File: src/rtl/cmd_dispatcher_pkg.sv
// cmd_dispatcher shared types: FSM states, command field offsets
// and the command-word decoder.
package cmd_dispatcher_pkg;

    typedef enum logic [1:0] {
        IDLE,
        LOAD,
        ISSUE,
        DRAIN
    } state_t;

    localparam int RW_OFF     = 0;
    localparam int SEL_OFF    = 1;
    localparam int SEL_W_DFLT = 5;
    localparam int CMD_W_DFLT = 5;
    localparam int LEN_W_DFLT = 4;

    // Fields are held at full width; callers slice to their own widths.
    typedef struct packed {
        logic        rw;
        logic [31:0] sel;
        logic [31:0] cmd;
        logic [31:0] len;
    } cmd_fields_t;

    function automatic int cmd_off(input int sel_w);
        return SEL_OFF + sel_w;
    endfunction

    function automatic int len_off(input int sel_w, input int cmd_w);
        return SEL_OFF + sel_w + cmd_w;
    endfunction

    function automatic logic [63:0] field_mask(input int w);
        return (64'd1 << w) - 64'd1;
    endfunction

    function automatic cmd_fields_t decode(
        input logic [63:0] word,
        input int          sel_w,
        input int          cmd_w,
        input int          len_w
    );
        cmd_fields_t f;
        f.rw  = word[RW_OFF];
        f.sel = 32'((word >> SEL_OFF) & field_mask(sel_w));
        f.cmd = 32'((word >> cmd_off(sel_w)) & field_mask(cmd_w));
        f.len = 32'((word >> len_off(sel_w, cmd_w)) & field_mask(len_w));
        return f;
    endfunction

endpackage

File: src/rtl/cmd_dispatcher_sat.sv
// sat_counter: saturating up-counter with async active-high reset,
// used for error tallies.
module sat_counter #(
    parameter int WIDTH = 8
) (
    input  logic             clk,
    input  logic             rst,
    input  logic             inc,
    output logic [WIDTH-1:0] count
);

    always_ff @(posedge clk or posedge rst) begin
        if (rst) begin
            count <= '0;
        end else if (inc && count != '1) begin
            count <= count + WIDTH'(1);
        end
    end

endmodule

File: src/rtl/cmd_dispatcher.sv
// cmd_dispatcher: routes RX FIFO commands and write bursts to one of
// MODULES_CNT targets. Optional: CMD_DISPATCHER_TIMEOUT_EN.
module cmd_dispatcher
    import cmd_dispatcher_pkg::*;
#(
    parameter int FIFO_DATA_WIDTH     = 32,
    parameter int FIFO_CMD_WIDTH      = 32,
    parameter int CMD_OUTPUT_WIDTH    = CMD_W_DFLT,
    parameter int MODULE_SELECT_WIDTH = SEL_W_DFLT,
    parameter int LEN_WIDTH           = LEN_W_DFLT,
    parameter int MODULES_CNT         = 19,
    parameter int ERR_CNT_WIDTH       = 8,
    parameter int TIMEOUT_CYCLES      = 1024
) (
    input  logic                        clk,
    input  logic                        rst,
    input  logic [FIFO_CMD_WIDTH-1:0]   i_cmd,
    input  logic                        i_cmd_valid,
    output logic                        o_cmd_rd_en,
    input  logic [FIFO_DATA_WIDTH-1:0]  i_data,
    input  logic                        i_data_valid,
    output logic                        o_data_rd_en,
    output logic [MODULES_CNT-1:0]      o_mod_valid,
    input  logic [MODULES_CNT-1:0]      i_mod_ready,
    output logic                        o_mod_write,
    output logic [CMD_OUTPUT_WIDTH-1:0] o_mod_cmd,
    output logic [FIFO_DATA_WIDTH-1:0]  o_mod_data,
    output logic                        o_mod_last,
    output logic                        o_busy,
    output logic                        o_err_addr,
    output logic [ERR_CNT_WIDTH-1:0]    o_err_cnt
);

    localparam int CNT_W = LEN_WIDTH + 1;
    localparam int MSW   = MODULE_SELECT_WIDTH;

    state_t            state;
    cmd_fields_t       dec;
    logic [MSW-1:0]    sel_now;
    logic [MSW-1:0]    sel_q;
    logic [CNT_W-1:0]  beats_now;
    logic [CNT_W-1:0]  beats;
    logic              sel_ok;
    logic              handshake;
    logic              timeout;
    logic              err_inc;

    function automatic logic [MODULES_CNT-1:0] onehot(
        input logic [MSW-1:0] s
    );
        return MODULES_CNT'(1) << (s - MSW'(1));
    endfunction

    assign dec = decode(64'(i_cmd), MSW,
                        CMD_OUTPUT_WIDTH, LEN_WIDTH);

    assign sel_now   = dec.sel[MSW-1:0];
    assign beats_now = {1'b0, dec.len[LEN_WIDTH-1:0]} + CNT_W'(1);
    assign sel_ok    = dec.sel != 32'd0 &&
                       dec.sel <= 32'(MODULES_CNT);

    // Strobes are combinational, so they are gated during reset.
    assign o_cmd_rd_en  = !rst && state == IDLE && i_cmd_valid;
    assign o_data_rd_en = !rst && i_data_valid &&
                          (state == LOAD || state == DRAIN);

    assign handshake = state == ISSUE &&
                       |(o_mod_valid & i_mod_ready);
    assign err_inc   = (o_cmd_rd_en && !sel_ok) || timeout;

`ifdef CMD_DISPATCHER_TIMEOUT_EN
    localparam int TMO_W = $clog2(TIMEOUT_CYCLES + 1);

    logic [TMO_W-1:0] tmo_cnt;

    assign timeout = state == ISSUE && !handshake &&
                     tmo_cnt == TMO_W'(TIMEOUT_CYCLES - 1);

    always_ff @(posedge clk or posedge rst) begin
        if (rst) begin
            tmo_cnt <= '0;
        end else if (state == ISSUE && !handshake && !timeout) begin
            tmo_cnt <= tmo_cnt + TMO_W'(1);
        end else begin
            tmo_cnt <= '0;
        end
    end
`else
    localparam int unused_tmo = TIMEOUT_CYCLES;

    assign timeout = 1'b0;
`endif

    sat_counter #(
        .WIDTH (ERR_CNT_WIDTH)
    ) u_err_cnt (
        .clk   (clk),
        .rst   (rst),
        .inc   (err_inc),
        .count (o_err_cnt)
    );

    always_ff @(posedge clk or posedge rst) begin
        if (rst) begin
            state       <= IDLE;
            sel_q       <= '0;
            beats       <= '0;
            o_mod_valid <= '0;
            o_mod_write <= 1'b0;
            o_mod_cmd   <= '0;
            o_mod_data  <= '0;
            o_mod_last  <= 1'b0;
            o_busy      <= 1'b0;
            o_err_addr  <= 1'b0;
        end else begin
            o_err_addr <= 1'b0;
            unique case (state)
                IDLE: begin
                    if (o_cmd_rd_en) begin
                        sel_q       <= sel_now;
                        o_mod_write <= dec.rw;
                        o_mod_cmd   <= dec.cmd[CMD_OUTPUT_WIDTH-1:0];
                        if (!sel_ok) begin
                            o_err_addr <= 1'b1;
                            if (dec.rw) begin
                                beats  <= beats_now;
                                state  <= DRAIN;
                                o_busy <= 1'b1;
                            end
                        end else if (dec.rw) begin
                            beats  <= beats_now;
                            state  <= LOAD;
                            o_busy <= 1'b1;
                        end else begin
                            beats       <= '0;
                            o_mod_data  <= '0;
                            o_mod_last  <= 1'b1;
                            o_mod_valid <= onehot(sel_now);
                            state       <= ISSUE;
                            o_busy      <= 1'b1;
                        end
                    end
                end
                LOAD: begin
                    if (o_data_rd_en) begin
                        o_mod_data  <= i_data;
                        beats       <= beats - CNT_W'(1);
                        o_mod_last  <= beats == CNT_W'(1);
                        o_mod_valid <= onehot(sel_q);
                        state       <= ISSUE;
                    end
                end
                ISSUE: begin
                    if (handshake) begin
                        o_mod_valid <= '0;
                        o_mod_last  <= 1'b0;
                        if (beats == '0) begin
                            state  <= IDLE;
                            o_busy <= 1'b0;
                        end else begin
                            state <= LOAD;
                        end
                    end else if (timeout) begin
                        o_mod_valid <= '0;
                        o_mod_last  <= 1'b0;
                        if (beats != '0) begin
                            state <= DRAIN;
                        end else begin
                            state  <= IDLE;
                            o_busy <= 1'b0;
                        end
                    end
                end
                DRAIN: begin
                    if (o_data_rd_en) begin
                        beats <= beats - CNT_W'(1);
                        if (beats == CNT_W'(1)) begin
                            state  <= IDLE;
                            o_busy <= 1'b0;
                        end
                    end
                end
                default: state <= IDLE;
            endcase
        end
    end

endmodule

File: config.mk
export PLATFORM = sky130hd
export DESIGN_NAME = cmd_dispatcher
export DESIGN_NICKNAME = d
export VERILOG_FILES = /design/src/rtl/cmd_dispatcher_pkg.sv /design/src/rtl/cmd_dispatcher_sat.sv /design/src/rtl/cmd_dispatcher.sv
export SDC_FILE = /design/constraint.sdc
export NUM_CORES = 1
export LEC_CHECK = 0
export BUFFER_PORTS_ARGS = -buffer_cell sky130_fd_sc_hd__buf_2
export CAP_MARGIN = 30
export CORE_ASPECT_RATIO = 1.4
export CORE_MARGIN = 10
export CORE_UTILIZATION = 49
export DETAILED_ROUTE_END_ITERATION = 7
export PLACE_DENSITY_LB_ADDON = 0.05
export SLEW_MARGIN = 20
export SYNTH_ARGS = -nofsm -noshare
export SYNTH_HDL_FRONTEND = slang
export SYNTH_SLANG_ARGS = --single-unit
File: constraint.sdc
create_clock -name clk -period 2.35 [get_ports clk]
set_input_delay 0.1175 -clock clk [delete_from_list [all_inputs] [get_ports clk]]
set_output_delay 0.1175 -clock clk [all_outputs]
set_load 0.02 [all_outputs]
Yosys cells after proc, flatten, opt, wreduce, memory -nomap -nowiden
Cells that the tools add are included. W data, S select, Z words.

Output and inout port bits: 70. Memories kept: 0. Logic and storage cells: 105. Memory bits (read-only): 0. Input port bits: 87. Bits in writable memories: 0. Latch bits: 0. Flip-flop bits (word level): 80.

Equality and inequality tests: 15. Reduce and logical (&&, ||, !) cells: 26. Multiplexer cells: 44. Magnitude comparators: 1. Multipliers: 0. Div/mod/pow operators: 0. $add $sub $neg: 5. Shift-type cells: 2. Bitwise gates (word level): 1.

Operators by type and width (number): $mux W32 (4); $mux W19 (5); $pmux W32 S2 (1); $pmux W19 S3 (1); $shl A1 B5 Y19 const A (2); $reduce_bool A32 Y1 (1); $mux W5 (5); $and A19 B19 Y19 (1); $reduce_or A19 Y1 (1); $mux W1 (16); $mux W2 (8); $sub A5 B1 Y5 const B (3); $ne A2 B2 Y1 const B (6); $reduce_and A6 Y1 (2); $pmux W5 S2 (1); $add A8 B1 Y8 const B (1); $logic_and A1 B1 Y1 (8); $ne A8 B8 Y1 const B (1); $pmux W2 S4 (1); $reduce_and A7 Y1 (1); $ne A2 B1 Y1 const B (3); $pmux W1 S3 (2); $reduce_bool A3 Y1 (2); $add A4 B1 Y5 const B (1); other kinds (14) (17).

Depth between registers and ports, before layout
Gate-level depths: netlist (run 1).

Depth in word-level cells: 6. Mapped depth: 8.

Modules after synthesis
A second synthesis (run 1) with hierarchy kept.

Cells, all modules: 357. Area total of the unflattened synthesis: 3995.1 um^2.

Modules (own cells, without submodules): cmd_dispatcher (times used 1, area an instance 3597.2 um^2, seq. area each 1801.7 um^2, cells each 322); sat_counter (times used 1, area an instance 397.9 um^2, seq. area each 200.2 um^2, cells each 35).

Worst setup path before layout (run 1)
Ideal clock, no wire load.

Kind: reg2reg. From: register state[0]. To: register u_err_cnt.count[1]. Cell stages (with the launch flop): 6. Arrival: 1.765 ns. Path slack: 0.460 ns. Clock period less this slack: 1.890 ns. Setup time: 0.125 ns. Data required time: 2.225 ns. Cells stage by stage: dfrtp_1 -> nor3b_1 -> nand2_1 -> buf_2 -> a311oi_4 -> mux2_2.

Cells in the longest elaborated chain, start to end: 5.

Ends and longest elaborated chain: start: declaration (line cmd_dispatcher.sv:37) `state_t state;`; start signal: assignment (line cmd_dispatcher.sv:105) `state <= IDLE;`; start signal: assignment (line cmd_dispatcher.sv:127) `state <= DRAIN;`; start signal: assignment (line cmd_dispatcher.sv:132) `state <= LOAD;`; $logic_not A2 Y1 (line cmd_dispatcher.sv:63) `assign o_cmd_rd_en = !rst && state == IDLE && i_cmd_valid;`; $logic_and A1 B1 Y1 (2 in series) (line cmd_dispatcher.sv:63); $logic_and A1 B1 Y1 (line cmd_dispatcher.sv:69) `assign err_inc = (o_cmd_rd_en && !sel_ok) || timeout;`; $logic_and A1 B1 Y1 (line cmd_dispatcher_sat.sv:15) `end else if (inc && count != '1) begin`; end signal: assignment (line cmd_dispatcher_sat.sv:16) `count <= count + WIDTH'(1);`; end: declaration (line cmd_dispatcher_sat.sv:9) `output logic [WIDTH-1:0] count`.

Every way passes these cells. A chain may end at the register's enable or synchronous reset.

Final worst setup path (run 1)
From: register state[0]. To: register o_mod_valid[5].

Cells in the longest elaborated chain, start to end: 5.

Ends and longest elaborated chain: $eq A2 B1 Y1 (tied with other cells) (line cmd_dispatcher.sv:65, cmd_dispatcher.sv:117); $logic_or A1 B1 Y1 or $logic_and A1 B1 Y1 (tied branches) (line cmd_dispatcher.sv:65, cmd_dispatcher.sv:63); $logic_and A1 B1 Y1 (on tied branches) (line cmd_dispatcher.sv:64, cmd_dispatcher.sv:63); $ne A2 B2 Y1 (no source line); $reduce_and A6 Y1 (no source line); end signal: assignment (line cmd_dispatcher.sv:138) `o_mod_valid <= onehot(sel_now);`; end signal: assignment (line cmd_dispatcher.sv:149) `o_mod_valid <= onehot(sel_q);`; end: declaration (line cmd_dispatcher.sv:23) `output logic [MODULES_CNT-1:0] o_mod_valid,`.

Several ways; a longest one is shown, not always the timed one.

==> results of run 1 <==
through the flow:
step	util [%]	total power (W)	setup slack [ps]
2_1_floorplan	-	0.00420	181
3_3_place_gp	61.8	0.00515	230
3_5_place_dp	61.8	0.00522	199
4_1_cts	69.1	0.00627	165
5_1_grt	69.2	0.00664	6.15
6_report	69.2	0.00624	161
critical path: stages, from the launching register on:
cell and delay, ps:
sky130_fd_sc_hd__dfrtp_1 470, sky130_fd_sc_hd__nand2b_1 130, sky130_fd_sc_hd__buf_4 210, sky130_fd_sc_hd__mux2_4 350
sky130_fd_sc_hd__o21ai_0 450, sky130_fd_sc_hd__a21boi_0 180, sky130_fd_sc_hd__mux2_2 290
power by group through the flow:
stage / sequential, W / clock [W] / combinational, W
final: 0.00221 / 0.000991 / 0.00304
after global routing: 0.00227 / 0.00108 / 0.00329
after CTS: 0.00220 / 0.00102 / 0.00305
after detailed placement: 0.00221 / 0 / 0.00301
after global placement: 0.00221 / 0 / 0.00294
after floorplan: 0.00261 / 0 / 0.00159
cells by family (layout without fill, tap and decap cells):
logic type | after synthesis | count (layout) | synth area share, %
AOI/OAI and AO/OA | 92 | 92 | 18.5
xor gates and xnor gates | 10 | 10 | 2.22
muxes | 36 | 36 | 10.3
adders and majority gates | 5 | 5 | 1.59
and+or+nand+nor | 97 | 97 | 13.1
other | 0 | 1 | 0
DFF | 80 | 80 | 50.8
buffers and inverters | 32 | 223 | 3.49
area by class of cell:
class	instances	area share, %
Antenna cell	1	0.0464
Clock inverter	6	1.14
Timing Repair Buffer	190	22.2
Inverter	18	1.28
Multi-Input combinational cell	240	33.6
Sequential cell	80	37.1
Tap cell	100	2.32
Clock buffer	9	2.30
cells in the mapped netlist (3+ instances only):
cell,instances
sky130_fd_sc_hd__a21boi_0,4
sky130_fd_sc_hd__a31oi_1,5
sky130_fd_sc_hd__nor4bb_1,4
sky130_fd_sc_hd__dfrtp_1,80
sky130_fd_sc_hd__o21a_1,3
sky130_fd_sc_hd__nor3_1,12
sky130_fd_sc_hd__a21o_1,3
sky130_fd_sc_hd__buf_2,8
sky130_fd_sc_hd__a22oi_1,6
sky130_fd_sc_hd__ha_1,5
sky130_fd_sc_hd__nand3_1,7
sky130_fd_sc_hd__inv_1,17
sky130_fd_sc_hd__o21ai_0,13
sky130_fd_sc_hd__and3_1,8
sky130_fd_sc_hd__a21oi_1,4
sky130_fd_sc_hd__nor2_1,11
sky130_fd_sc_hd__xnor2_1,8
sky130_fd_sc_hd__nor3b_1,3
sky130_fd_sc_hd__nand2_1,29
sky130_fd_sc_hd__and4_1,3
sky130_fd_sc_hd__a22o_1,35
sky130_fd_sc_hd__mux2i_1,10
sky130_fd_sc_hd__nand4_1,9
sky130_fd_sc_hd__clkbuf_1,4
sky130_fd_sc_hd__mux2_2,24
sky130_fd_sc_hd__nor4_1,3
layer usage:
metal | part of all wire, % | global-route usage, %
met3 | 7.0 | 6.18
met5 | 0 | 0
met4 | 1.2 | 6.27
met1 | 39 | 21.5
met2 | 53 | 32.5
worst max path at each step:
stage | cells after the start | endpoint | slack [ps]
2_1_floorplan | 1 | beats[0] | 180
3_3_place_gp | 6 | o_mod_valid[11] | 230
3_5_place_dp | 6 | o_mod_valid[11] | 200
4_1_cts | 6 | o_mod_valid[11] | 170
5_1_grt | 6 | o_mod_valid[4] | 6
6_report | 6 | o_mod_valid[5] | 160
state kept, by name, indices dropped and copies added (netlist names):
signal,flops
o_mod_data,32
o_mod_valid,19
u_err_cnt.count,8
beats,5
o_mod_cmd,5
sel_q,5
state,2
o_busy,1
o_err_addr,1
o_mod_last,1
o_mod_write,1
timing repair:
item | in CTS | in global routing
hold endpoints to repair | 55 | 0
hold buffers | 38 | 0
endpoints found under the setup margin | 0 | 5
resized for setup | 0 | 2
==> reports/summary.log, run 1 <==
INFO  run_status     result_of_the_run=completed
INFO  setup_path     timing.critical_path.arrival=2430ps
INFO  place          placed_cells=590
INFO  sta            max-slew-margin-rel=64.6%
INFO  cells_and_area ff_latch_area=0.00200mm²
INFO  sta            setup_total_negative_slack=0ps
INFO  drt            drt_first_pass_iters=4
INFO  sta            finalHoldViolCount=0
INFO  synthesis      synthesis.area=0.00394mm²
INFO  cells_and_area layout_common_cells=139 x sky130_fd_sc_hd__buf_2, 80 x sky130_fd_sc_hd__dfrtp_1, 38 x sky130_fd_sc_hd__dlygate4sd3_1, 35 x sky130_fd_sc_hd__a22o_1, 29 x sky130_fd_sc_hd__nand2_1
INFO  synthesis      avgSynthCellArea=11.2µm²
INFO  cells_and_area multi_input_area=0.00181mm²
INFO  cells_and_area layout.cells.non_filler=644
INFO  pwr            vdd.ir_drop.worst=0.973mV
INFO  pwr            cellPowerDensity=1160mW/mm²
INFO  cells_and_area final_cell_area=0.00540mm²
INFO  setup_path     regToRegSetupSlack=160ps
INFO  setup_path     worst-endpoint-required=2590ps
INFO  clocking       max-clock-path-buffers=2
INFO  clocking       clock_sinks=80
INFO  floorplan      initial_utilization=50.6%
INFO  sta            final-setup-viol-count=0
INFO  sta            final_max_slew_viols=0
INFO  place          gp_routability_congestion=0.841
INFO  grt            grt_pass1_vias=3655
INFO  drt            antenna_violating_nets_post_route=0
INFO  floorplan      floorplan.rows=38
INFO  drt            drc=0
INFO  cells_and_area final_common_cell=sky130_fd_sc_hd__buf_2
INFO  setup_path     worst-r2r-cell-count=6
INFO  setup_path     r2r_start=state[0]
INFO  grt            grt_use_total=19.0%
INFO  synthesis      netlist.top_cell.by_area=sky130_fd_sc_hd__dfrtp_1
INFO  grt            overflow=0
INFO  synthesis      ys_warn_count=0
INFO  sta            setup_repair_after_global_routing_missed_its_margin=no
INFO  pwr            power.leakage=2.77nW
INFO  synthesis      synthCells=352
INFO  synthesis      number_of_synthesized_flops_with_an_enable_pin=0
INFO  worst_hold_path worstHoldPathCells=3
INFO  sta            worstMarginPinSlew=527ps
INFO  drt            vias_per_cell=5.43
INFO  sta            hold-worst-slack=48.3ps
INFO  drt            route.vias.total=3494
INFO  cells_and_area fillCellCount=590
INFO  worst_hold_path hold_path.class=primary input to flip-flop
INFO  synthesis      postSynthRegisterBits=80
INFO  drt            drt_iter0_drc=141
INFO  synthesis      synth_cell_type_count=52
INFO  floorplan      floorplan.die_area=0.0121mm²
INFO  synthesis      async_flop_share=100%
INFO  cells_and_area final_layout_size_suffix_gt1_share=37.6%
INFO  clocking       clk_root_buffer_cell=sky130_fd_sc_hd__clkbuf_8
INFO  drt            wire_per_inst=17.9µm
INFO  setup_path     path_class=flip-flop to flip-flop
INFO  synthesis      post-synth-top-area-fraction=50.8%
INFO  place          buffers_added_on_ports=139
INFO  setup_path     end_of_the_worst_register_to_register_path=o_mod_valid[5]
INFO  synthesis      mapped_nets=444
INFO  sta            max_freq=0.457GHz
INFO  cells_and_area areaGrowthSynthToFinish=36.9%
INFO  place          placed_area=0.00482mm²
INFO  grt            grt_pass1_wl=18.3mm
INFO  worst_hold_path timing.hold.worst_endpoint=sel_q[3]
INFO  setup_path     critical_path.startpoint_type=flip-flop
INFO  place          detailedPlacementHpwl=8.25mm
INFO  run            drv_cap=0
INFO  sta            min_period=2190ps
INFO  clocking       post-cts-setup-buffers=0
INFO  floorplan      coreArea=0.00780mm²
INFO  pwr            portion_of_total_power_attributed_to_the_clock_network=15.9%
INFO  drt            aggregate_routed_wire_length=11.5mm
INFO  setup_path     startpoint=state[0]
INFO  setup_path     worstPathMaxFanout=10
INFO  sta            final_skew=5.61ps
INFO  clocking       cts_tree=built
INFO  pwr            seq_power_share=35.4%
INFO  clocking       clkTransAtPathRegs=80ps
INFO  pwr            internal_power=0.00364W
INFO  synthesis      ys_seq_area_share=50.8%
INFO  floorplan      die_x=95.8µm
INFO  grt            maximum_number_of_pins_on_one_net_before_global_route_repair=63
INFO  grt            grt_antenna_before_repair=1
INFO  clocking       cts_inserted_buffers=9
INFO  pwr            comb_power_share=48.8%
INFO  clocking       latest_clock_arrival_within_the_worst_skew_pair=350ps
INFO  floorplan      io-pin-count=157
INFO  sta            period_share=93.1%
INFO  floorplan      chipHeight=126µm
INFO  worst_hold_path min_delay_src=i_cmd[4]
INFO  synthesis      synth_ff_type=sky130_fd_sc_hd__dfrtp_1
INFO  pwr            switching_share=41.7%
INFO  setup_path     worst_setup_path_end_kind=flip-flop
INFO  synthesis      yosys-top-cells-area=sky130_fd_sc_hd__dfrtp_1 51%, sky130_fd_sc_hd__a22o_1 7.8%, sky130_fd_sc_hd__mux2_2 6.9%, sky130_fd_sc_hd__nand2_1 2.8%, sky130_fd_sc_hd__mux2i_1 2.5%
INFO  clocking       cts.htree.levels=3
INFO  pwr            total_switching_power=0.00260W
INFO  cells_and_area finalNetCount=631
(Power assumes the default switching activity.)
==> run 2: changes to the inputs <==
--- a/config.mk
+++ b/config.mk
@@ -10,8 +10,10 @@
 export CORE_ASPECT_RATIO = 1.4
 export CORE_MARGIN = 10
 export CORE_UTILIZATION = 49
+export CTS_CLUSTER_DIAMETER = 100
 export DETAILED_ROUTE_END_ITERATION = 7
 export PLACE_DENSITY_LB_ADDON = 0.05
+export RECOVER_POWER = 25
 export SLEW_MARGIN = 20
 export SYNTH_ARGS = -nofsm -noshare
 export SYNTH_HDL_FRONTEND = slang
==> reports/summary.log, run 2 (synthesized netlist as in run 1, its figures left out) <==
INFO  run_status     result_of_the_run=completed [unchanged]
INFO  sta            period_share=93.1% [about the same]
INFO  drt            vias_per_cell=5.43 [about the same]
INFO  clocking       max-clock-path-buffers=2 [unchanged]
INFO  clocking       post-cts-setup-buffers=0 [unchanged]
INFO  pwr            portion_of_total_power_attributed_to_the_clock_network=15.9% [about the same]
INFO  drt            wire_per_inst=17.9µm [about the same]
INFO  cells_and_area top_regs=o_mod_data x32, o_mod_valid x19, u_err_cnt.count x8 [unchanged]
INFO  clocking       clkTransAtPathRegs=80ps [about the same]
INFO  grt            grt_pass1_vias=3655 [unchanged]
INFO  sta            setup_total_negative_slack=0ps [unchanged]
INFO  cells_and_area final_layout_size_suffix_gt1_share=37.2% [was 37.6%]
INFO  cells_and_area layout_common_cells=137 x sky130_fd_sc_hd__buf_2, 80 x sky130_fd_sc_hd__dfrtp_1, 38 x sky130_fd_sc_hd__dlygate4sd3_1, 35 x sky130_fd_sc_hd__a22o_1, 29 x sky130_fd_sc_hd__nand2_1 [was 139 x sky130_fd_sc_hd__buf_2, 80 x sky130_fd_sc_hd__dfrtp_1, 38 x sky130_fd_sc_hd__dlygate4sd3_1, 35 x sky130_fd_sc_hd__a22o_1, 29 x sky130_fd_sc_hd__nand2_1]
INFO  sta            hold-worst-slack=46.1ps [was 48.3 ps]
INFO  cells_and_area final_common_cell=sky130_fd_sc_hd__buf_2 [unchanged]
INFO  clocking       latest_clock_arrival_within_the_worst_skew_pair=350ps [about the same]
INFO  pwr            seq_power_share=35.3% [was 35.4%]
INFO  grt            grt_use_total=19.0% [unchanged]
INFO  drt            drt_iter0_drc=148 [was 141]
INFO  setup_path     path_class=flip-flop to flip-flop [unchanged]
INFO  sta            final_max_slew_viols=0 [unchanged]
INFO  grt            overflow=0 [unchanged]
INFO  setup_path     timing.critical_path.arrival=2430ps [about the same]
INFO  sta            min_period=2190ps [about the same]
INFO  floorplan      coreArea=0.00780mm² [unchanged]
INFO  drt            drt_first_pass_iters=4 [unchanged]
INFO  pwr            switching_share=41.8% [was 41.7%]
INFO  floorplan      floorplan.rows=38 [unchanged]
INFO  sta            worstMarginPinSlew=851ps [was 527 ps]
INFO  pwr            cellPowerDensity=1160mW/mm² [about the same]
INFO  place          buffers_added_on_ports=139 [unchanged]
INFO  cells_and_area areaGrowthSynthToFinish=36.5% [was 36.9%]
INFO  floorplan      io-pin-count=157 [unchanged]
INFO  grt            maximum_number_of_pins_on_one_net_before_global_route_repair=63 [unchanged]
INFO  pwr            vdd.ir_drop.worst=0.974mV [was 0.973 mV]
INFO  setup_path     critical_path.startpoint_type=flip-flop [unchanged]
INFO  clocking       cts_inserted_buffers=9 [unchanged]
INFO  sta            final_skew=5.80ps [was 5.61 ps]
INFO  clocking       cts_tree=built [unchanged]
INFO  run            drv_cap=0 [unchanged]
INFO  place          gp_routability_congestion=0.841 [unchanged]
INFO  setup_path     worst_setup_path_end_kind=flip-flop [unchanged]
INFO  cells_and_area finalNetCount=631 [unchanged]
INFO  pwr            internal_power=0.00363W [was 0.00364 W]
INFO  clocking       clock_sinks=80 [unchanged]
INFO  worst_hold_path hold_path.class=primary input to flip-flop [unchanged]
INFO  pwr            total_switching_power=0.00261W [was 0.00260 W]
INFO  clocking       clk_root_buffer_cell=sky130_fd_sc_hd__clkbuf_8 [unchanged]
INFO  setup_path     worstPathMaxFanout=10 [unchanged]
INFO  sta            setup_repair_after_global_routing_missed_its_margin=no [unchanged]
INFO  clocking       cts.htree.levels=3 [unchanged]
INFO  pwr            power.leakage=2.75nW [was 2.77 nW]
INFO  drt            aggregate_routed_wire_length=11.5mm [about the same]
INFO  place          detailedPlacementHpwl=8.25mm [unchanged]
INFO  floorplan      chipHeight=126µm [unchanged]
INFO  cells_and_area largest_register=o_mod_data [unchanged]
INFO  floorplan      die_x=95.8µm [unchanged]
INFO  drt            route.vias.total=3497 [was 3494]
INFO  setup_path     worst-endpoint-required=2590ps [about the same]
INFO  pwr            comb_power_share=48.8% [about the same]
INFO  grt            grt_antenna_before_repair=1 [unchanged]
INFO  cells_and_area flip_flop_count_of_the_largest_register_after_layout=32 [unchanged]
INFO  floorplan      floorplan.die_area=0.0121mm² [unchanged]
INFO  floorplan      initial_utilization=50.6% [unchanged]
INFO  sta            max_freq=0.457GHz [about the same]
INFO  sta            max-slew-margin-rel=43.0% [was 64.6%]
INFO  grt            grt_pass1_wl=18.3mm [unchanged]
INFO  drt            antenna_violating_nets_post_route=0 [unchanged]
INFO  sta            finalHoldViolCount=0 [unchanged]
INFO  sta            final-setup-viol-count=0 [unchanged]
INFO  drt            drc=0 [unchanged]
run 2: power by group through the flow:
stage                     Clock, W  Combinational, W  Sequential (W)
final                     0.000993           0.00304         0.00221
after global routing       0.00108           0.00328         0.00227
after CTS                  0.00102           0.00305         0.00220
after detailed placement         0           0.00301         0.00221
after global placement           0           0.00294         0.00221
after floorplan                  0           0.00159         0.00261
run 2: path summary, 6_finish.rpt:
kind	start	endpoint	slack, ps	cells past startpoint
worst min register to register	u_err_cnt.count[5]	u_err_cnt.count[5]	500	1
worst max register to register	state[0]	o_mod_valid[5]	160	6
worst min-delay path	i_cmd[4]	sel_q[3]	50	3
max in group asynchronous	rst	o_mod_data[19]	550	4
min in group asynchronous	rst	state[0]	480	3
worst max-delay path	state[0]	o_mod_valid[5]	160	6
run 2: timing repair:
item / in CTS / in global routing
hold endpoints to repair: 55 / 0
setup endpoints to repair: 0 / 5
hold buffers: 38 / 0
gates resized for setup: 0 / 2
run 2: metrics by stage:
step / instances / setup WS (ps) / power [W] / util (%) / cell area, µm²
6_report: 644 / 162 / 0.00624 / 69.0 / 5380
5_1_grt: 644 / 6.15 / 0.00664 / 69.0 / 5380
4_1_cts: 643 / 165 / 0.00627 / 69.1 / 5390
3_5_place_dp: 590 / 199 / 0.00522 / 61.8 / 4820
3_3_place_gp: 590 / 230 / 0.00515 / 61.8 / 4820
2_1_floorplan: 352 / 181 / 0.00420 / - / 3940
run 2: area by class of cell:
| class | count | area (µm²) |
|---|---|---|
| Fill cell | 591 | 2420 |
| Sequential cell | 80 | 2000 |
| Multi-Input combinational cell | 240 | 1810 |
| Timing Repair Buffer | 190 | 1180 |
| Tap cell | 100 | 125 |
| Clock buffer | 9 | 124 |
| Inverter | 18 | 68.8 |
| Clock inverter | 6 | 61.3 |
| Antenna cell | 1 | 2.50 |
run 2: routing by layer:
layer  wire [µm]  GRT usage (%)
met5           0              0
met4         138           6.27
met3         809           6.18
met2        6090           32.5
met1        4460           21.5
run 2: critical path, stage by stage (launching register included):
cell	delay [ps]
sky130_fd_sc_hd__dfrtp_1	470
sky130_fd_sc_hd__nand2b_1	130
sky130_fd_sc_hd__buf_4	210
sky130_fd_sc_hd__mux2_4	350
sky130_fd_sc_hd__o21ai_0	450
sky130_fd_sc_hd__a21boi_0	180
sky130_fd_sc_hd__mux2_2	290
==> run 3: changes to the inputs <==
--- a/config.mk
+++ b/config.mk
@@ -9,7 +9,7 @@
 export CAP_MARGIN = 30
 export CORE_ASPECT_RATIO = 1.4
 export CORE_MARGIN = 10
-export CORE_UTILIZATION = 49
+export CORE_UTILIZATION = 27
 export CTS_CLUSTER_DIAMETER = 100
 export DETAILED_ROUTE_END_ITERATION = 7
 export PLACE_DENSITY_LB_ADDON = 0.05
==> reports/summary.log, run 3 (synthesized netlist as in run 1, its figures left out) <==
INFO  run_status     result_of_the_run=complete, but fails checks [was completed]
INFO  run_status     violations_in_the_final_reports=capacitance limit, slew limit
INFO  setup_path     critical_path_buf_inv_count=1 [unchanged]
INFO  grt            overflow=0 [unchanged]
INFO  floorplan      coreArea=0.0144mm² [was 0.00780 mm²]
INFO  sta            finalHoldViolCount=0 [unchanged]
INFO  grt            grt_antenna_before_repair=0 [was 1]
INFO  drt            drt_first_pass_iters=4 [unchanged]
INFO  setup_path     crit_slowest_cell=sky130_fd_sc_hd__o21ai_0 [was sky130_fd_sc_hd__dfrtp_1]
INFO  place          buffers_added_on_ports=139 [unchanged]
INFO  floorplan      floorplan.die_area=0.0199mm² [was 0.0121 mm²]
INFO  worst_hold_path worstHoldPathCells=2 [was 3]
INFO  grt            met3_usage=4.61% [was 6.18%]
INFO  pwr            vdd.ir_drop.worst=0.412mV [was 0.974 mV]
INFO  setup_path     critical_path.max_stage_delay=440ps [was 470 ps]
INFO  cells_and_area top_regs=o_mod_data x32, o_mod_valid x19, u_err_cnt.count x8 [unchanged]
INFO  setup_path     regToRegSetupSlack=200ps [was 160 ps]
INFO  grt            grt_pass1_wl=20.3mm [was 18.3 mm]
INFO  cells_and_area areaGrowthSynthToFinish=40.3% [was 36.5%]
INFO  clocking       cts_tree=built [unchanged]
INFO  sta            setup_repair_after_global_routing_missed_its_margin=no [unchanged]
INFO  cells_and_area final_common_cell=sky130_fd_sc_hd__buf_2 [unchanged]
INFO  cells_and_area post-route-util=38.5% [was 69.0%]
INFO  drt            aggregate_routed_wire_length=12.7mm [was 11.5 mm]
INFO  sta            final_skew=13.2ps [was 5.80 ps]
INFO  floorplan      die_x=122µm [was 95.8 µm]
INFO  grt            maximum_number_of_pins_on_one_net_before_global_route_repair=35 [was 63]
INFO  pwr            cellPowerDensity=1190mW/mm² [was 1160 mW/mm²]
INFO  drt            wire_per_inst=17.4µm [was 17.9 µm]
INFO  setup_path     r2r_start=state[1] [was state[0]]
INFO  cells_and_area largest_register=o_mod_data [unchanged]
INFO  setup_path     worstPathMaxFanout=17 [was 10]
INFO  pwr            power.leakage=2.70nW [was 2.75 nW]
INFO  place          detailedPlacementHpwl=9.77mm [was 8.25 mm]
INFO  sta            final-setup-viol-count=0 [unchanged]
INFO  cells_and_area insertedDiodeCount=0 [was 1]
INFO  clocking       clock_sinks=80 [unchanged]
INFO  clocking       post-cts-setup-buffers=0 [unchanged]
INFO  setup_path     critical_path_cell_list=nand2b_1, buf_12, mux2_4, o21ai_0, a21boi_0, mux2_2 [was nand2b_1, buf_4, mux2_4, o21ai_0, a21boi_0, mux2_2]
INFO  cells_and_area final_layout_size_suffix_gt1_share=32.9% [was 37.2%]
INFO  setup_path     path_class=flip-flop to flip-flop [unchanged]
INFO  grt            grt_pass1_vias=3739 [was 3655]
INFO  cells_and_area fillCellCount=1463 [was 591]
INFO  sta            max_freq=0.465GHz [was 0.457 GHz]
INFO  grt            grt_busiest_layer=met2 [unchanged]
INFO  drt            drt_iter0_drc=147 [was 148]
INFO  sta            min_period=2150ps [was 2190 ps]
INFO  cells_and_area flip_flop_count_of_the_largest_register_after_layout=32 [unchanged]
INFO  grt            grt_use_total=12.8% [was 19.0%]
INFO  sta            period_share=91.5% [was 93.1%]
INFO  grt            gr_met2_demand_resource=21.6% [was 32.5%]
INFO  floorplan      initial_utilization=27.4% [was 50.6%]
INFO  sta            final_max_slew_viols=35 [was 0]
INFO  clocking       clkTransAtPathRegs=70ps [was 80 ps]
INFO  floorplan      chipHeight=163µm [was 126 µm]
INFO  floorplan      floorplan.rows=52 [was 38]
INFO  clocking       max-clock-path-buffers=2 [unchanged]
INFO  drt            antenna_violating_nets_post_route=0 [unchanged]
INFO  clocking       cts_inserted_buffers=9 [unchanged]
INFO  sta            worstMarginPinSlew=1530ps [was 851 ps]
INFO  cells_and_area layout_common_cells=112 x sky130_fd_sc_hd__buf_2, 80 x sky130_fd_sc_hd__dfrtp_1, 35 x sky130_fd_sc_hd__a22o_1, 33 x sky130_fd_sc_hd__dlygate4sd3_1, 29 x sky130_fd_sc_hd__nand2_1 [was 137 x sky130_fd_sc_hd__buf_2, 80 x sky130_fd_sc_hd__dfrtp_1, 38 x sky130_fd_sc_hd__dlygate4sd3_1, 35 x sky130_fd_sc_hd__a22o_1, 29 x sky130_fd_sc_hd__nand2_1]
INFO  grt            met1_usage=14.6% [was 21.5%]
INFO  floorplan      io-pin-count=157 [unchanged]
INFO  sta            setup_total_negative_slack=0ps [unchanged]
INFO  setup_path     worst-endpoint-required=2570ps [was 2590 ps]
INFO  setup_path     critical_path.startpoint_type=flip-flop [unchanged]
INFO  setup_path     end_of_the_worst_register_to_register_path=o_mod_valid[4] [was o_mod_valid[5]]
INFO  setup_path     worst_setup_path_end_kind=flip-flop [unchanged]
INFO  sta            max-slew-margin-rel=-2.29% [was 43.0%]
INFO  clocking       latest_clock_arrival_within_the_worst_skew_pair=340ps [was 350 ps]
INFO  clocking       clk_root_buffer_cell=sky130_fd_sc_hd__clkbuf_16 [was sky130_fd_sc_hd__clkbuf_8]
INFO  clocking       cts.htree.levels=3 [unchanged]
INFO  cells_and_area finalNetCount=628 [was 631]
INFO  place          gp_routability_congestion=0.808 [was 0.841]
INFO  worst_hold_path timing.hold.worst_endpoint=o_mod_cmd[2] [was sel_q[3]]
INFO  drt            drc=0 [unchanged]
INFO  setup_path     worst_path_dominant_cell_family=compound AO/OA/AOI/OAI gates [was multiplexers]
INFO  drt            vias_per_cell=4.81 [was 5.43]
INFO  worst_hold_path min_delay_src=i_cmd[8] [was i_cmd[4]]
INFO  worst_hold_path hold_path.class=primary input to flip-flop [unchanged]
INFO  setup_path     timing.critical_path.arrival=2370ps [was 2430 ps]
INFO  drt            route.vias.total=3512 [was 3497]
INFO  cells_and_area multi_input_area=0.00181mm² [about the same]
INFO  setup_path     worst-r2r-cell-count=6 [unchanged]
INFO  cells_and_area ff_latch_area=0.00200mm² [unchanged]
INFO  run            drv_cap=1 [was 0]
run 3: changes by cell type in the layout (fill, tap and decap cells not counted), sizes merged:
cell	change
buf	-22
bufinv	-1
diode	-1
clkinv	-4
clkbuf	+25
dlygate4sd3	-5
clkinvlp	+2
inv	+3
run 3: layer usage:
layer | routed length (µm) | part of all wire (%) | vias to the layer above
met5 | 0 | 0 | -
met4 | 261 | 2.1 | 0
met3 | 918 | 7.2 | 18
met2 | 6380 | 50 | 100
met1 | 5130 | 40 | 1704
li1 | - | - | 1690
run 3: stage by stage:
stage | setup WS, ps | power, W | hold WS (ps) | instances | instance area, µm²
final | 201 | 0.00660 | 13.4 | 730 | 5530
after global routing | 0.169 | 0.00707 | 3.17 | 730 | 5530
after CTS | 151 | 0.00676 | 3.10 | 730 | 5560
after detailed placement | 172 | 0.00532 | 227 | 681 | 4950
after global placement | 207 | 0.00530 | 225 | 681 | 4950
after floorplan | 181 | 0.00420 | 223 | 352 | 3940
run 3: area by class of cell:
class	instances	share of cell area [%]
Clock buffer	10	4.32
Tap cell	189	4.28
Multi-Input combinational cell	240	32.6
Clock inverter	6	0.882
Sequential cell	80	36.2
Inverter	18	1.24
Timing Repair Buffer	187	20.4
run 3: report_power, final:
group / leakage (nW) / internal [W] / switching [W] / total [W]
Sequential: 1.05 / 0.00184 / 0.000347 / 0.00219
Clock: 0.132 / 0.000756 / 0.000614 / 0.00137
Combinational: 1.51 / 0.00128 / 0.00176 / 0.00304
run 3: how the worst max path moves through the flow:
stage | startpoint | to | slack (ps) | cells after the start
4_1_cts | state[1] | o_mod_valid[4] | 150 | 6
3_5_place_dp | state[1] | o_mod_valid[4] | 170 | 6
3_3_place_gp | state[1] | o_mod_valid[4] | 210 | 6
6_report | state[1] | o_mod_valid[4] | 200 | 6
5_1_grt | state[0] | beats[2] | 0.2 | 9
2_1_floorplan | rst | beats[0] | 180 | 1
run 3: timing repair:
action / 4_1_cts / 5_1_grt
hold endpoints to repair: 63 / 0
hold buffers: 33 / 0
gates resized for setup: 0 / 0
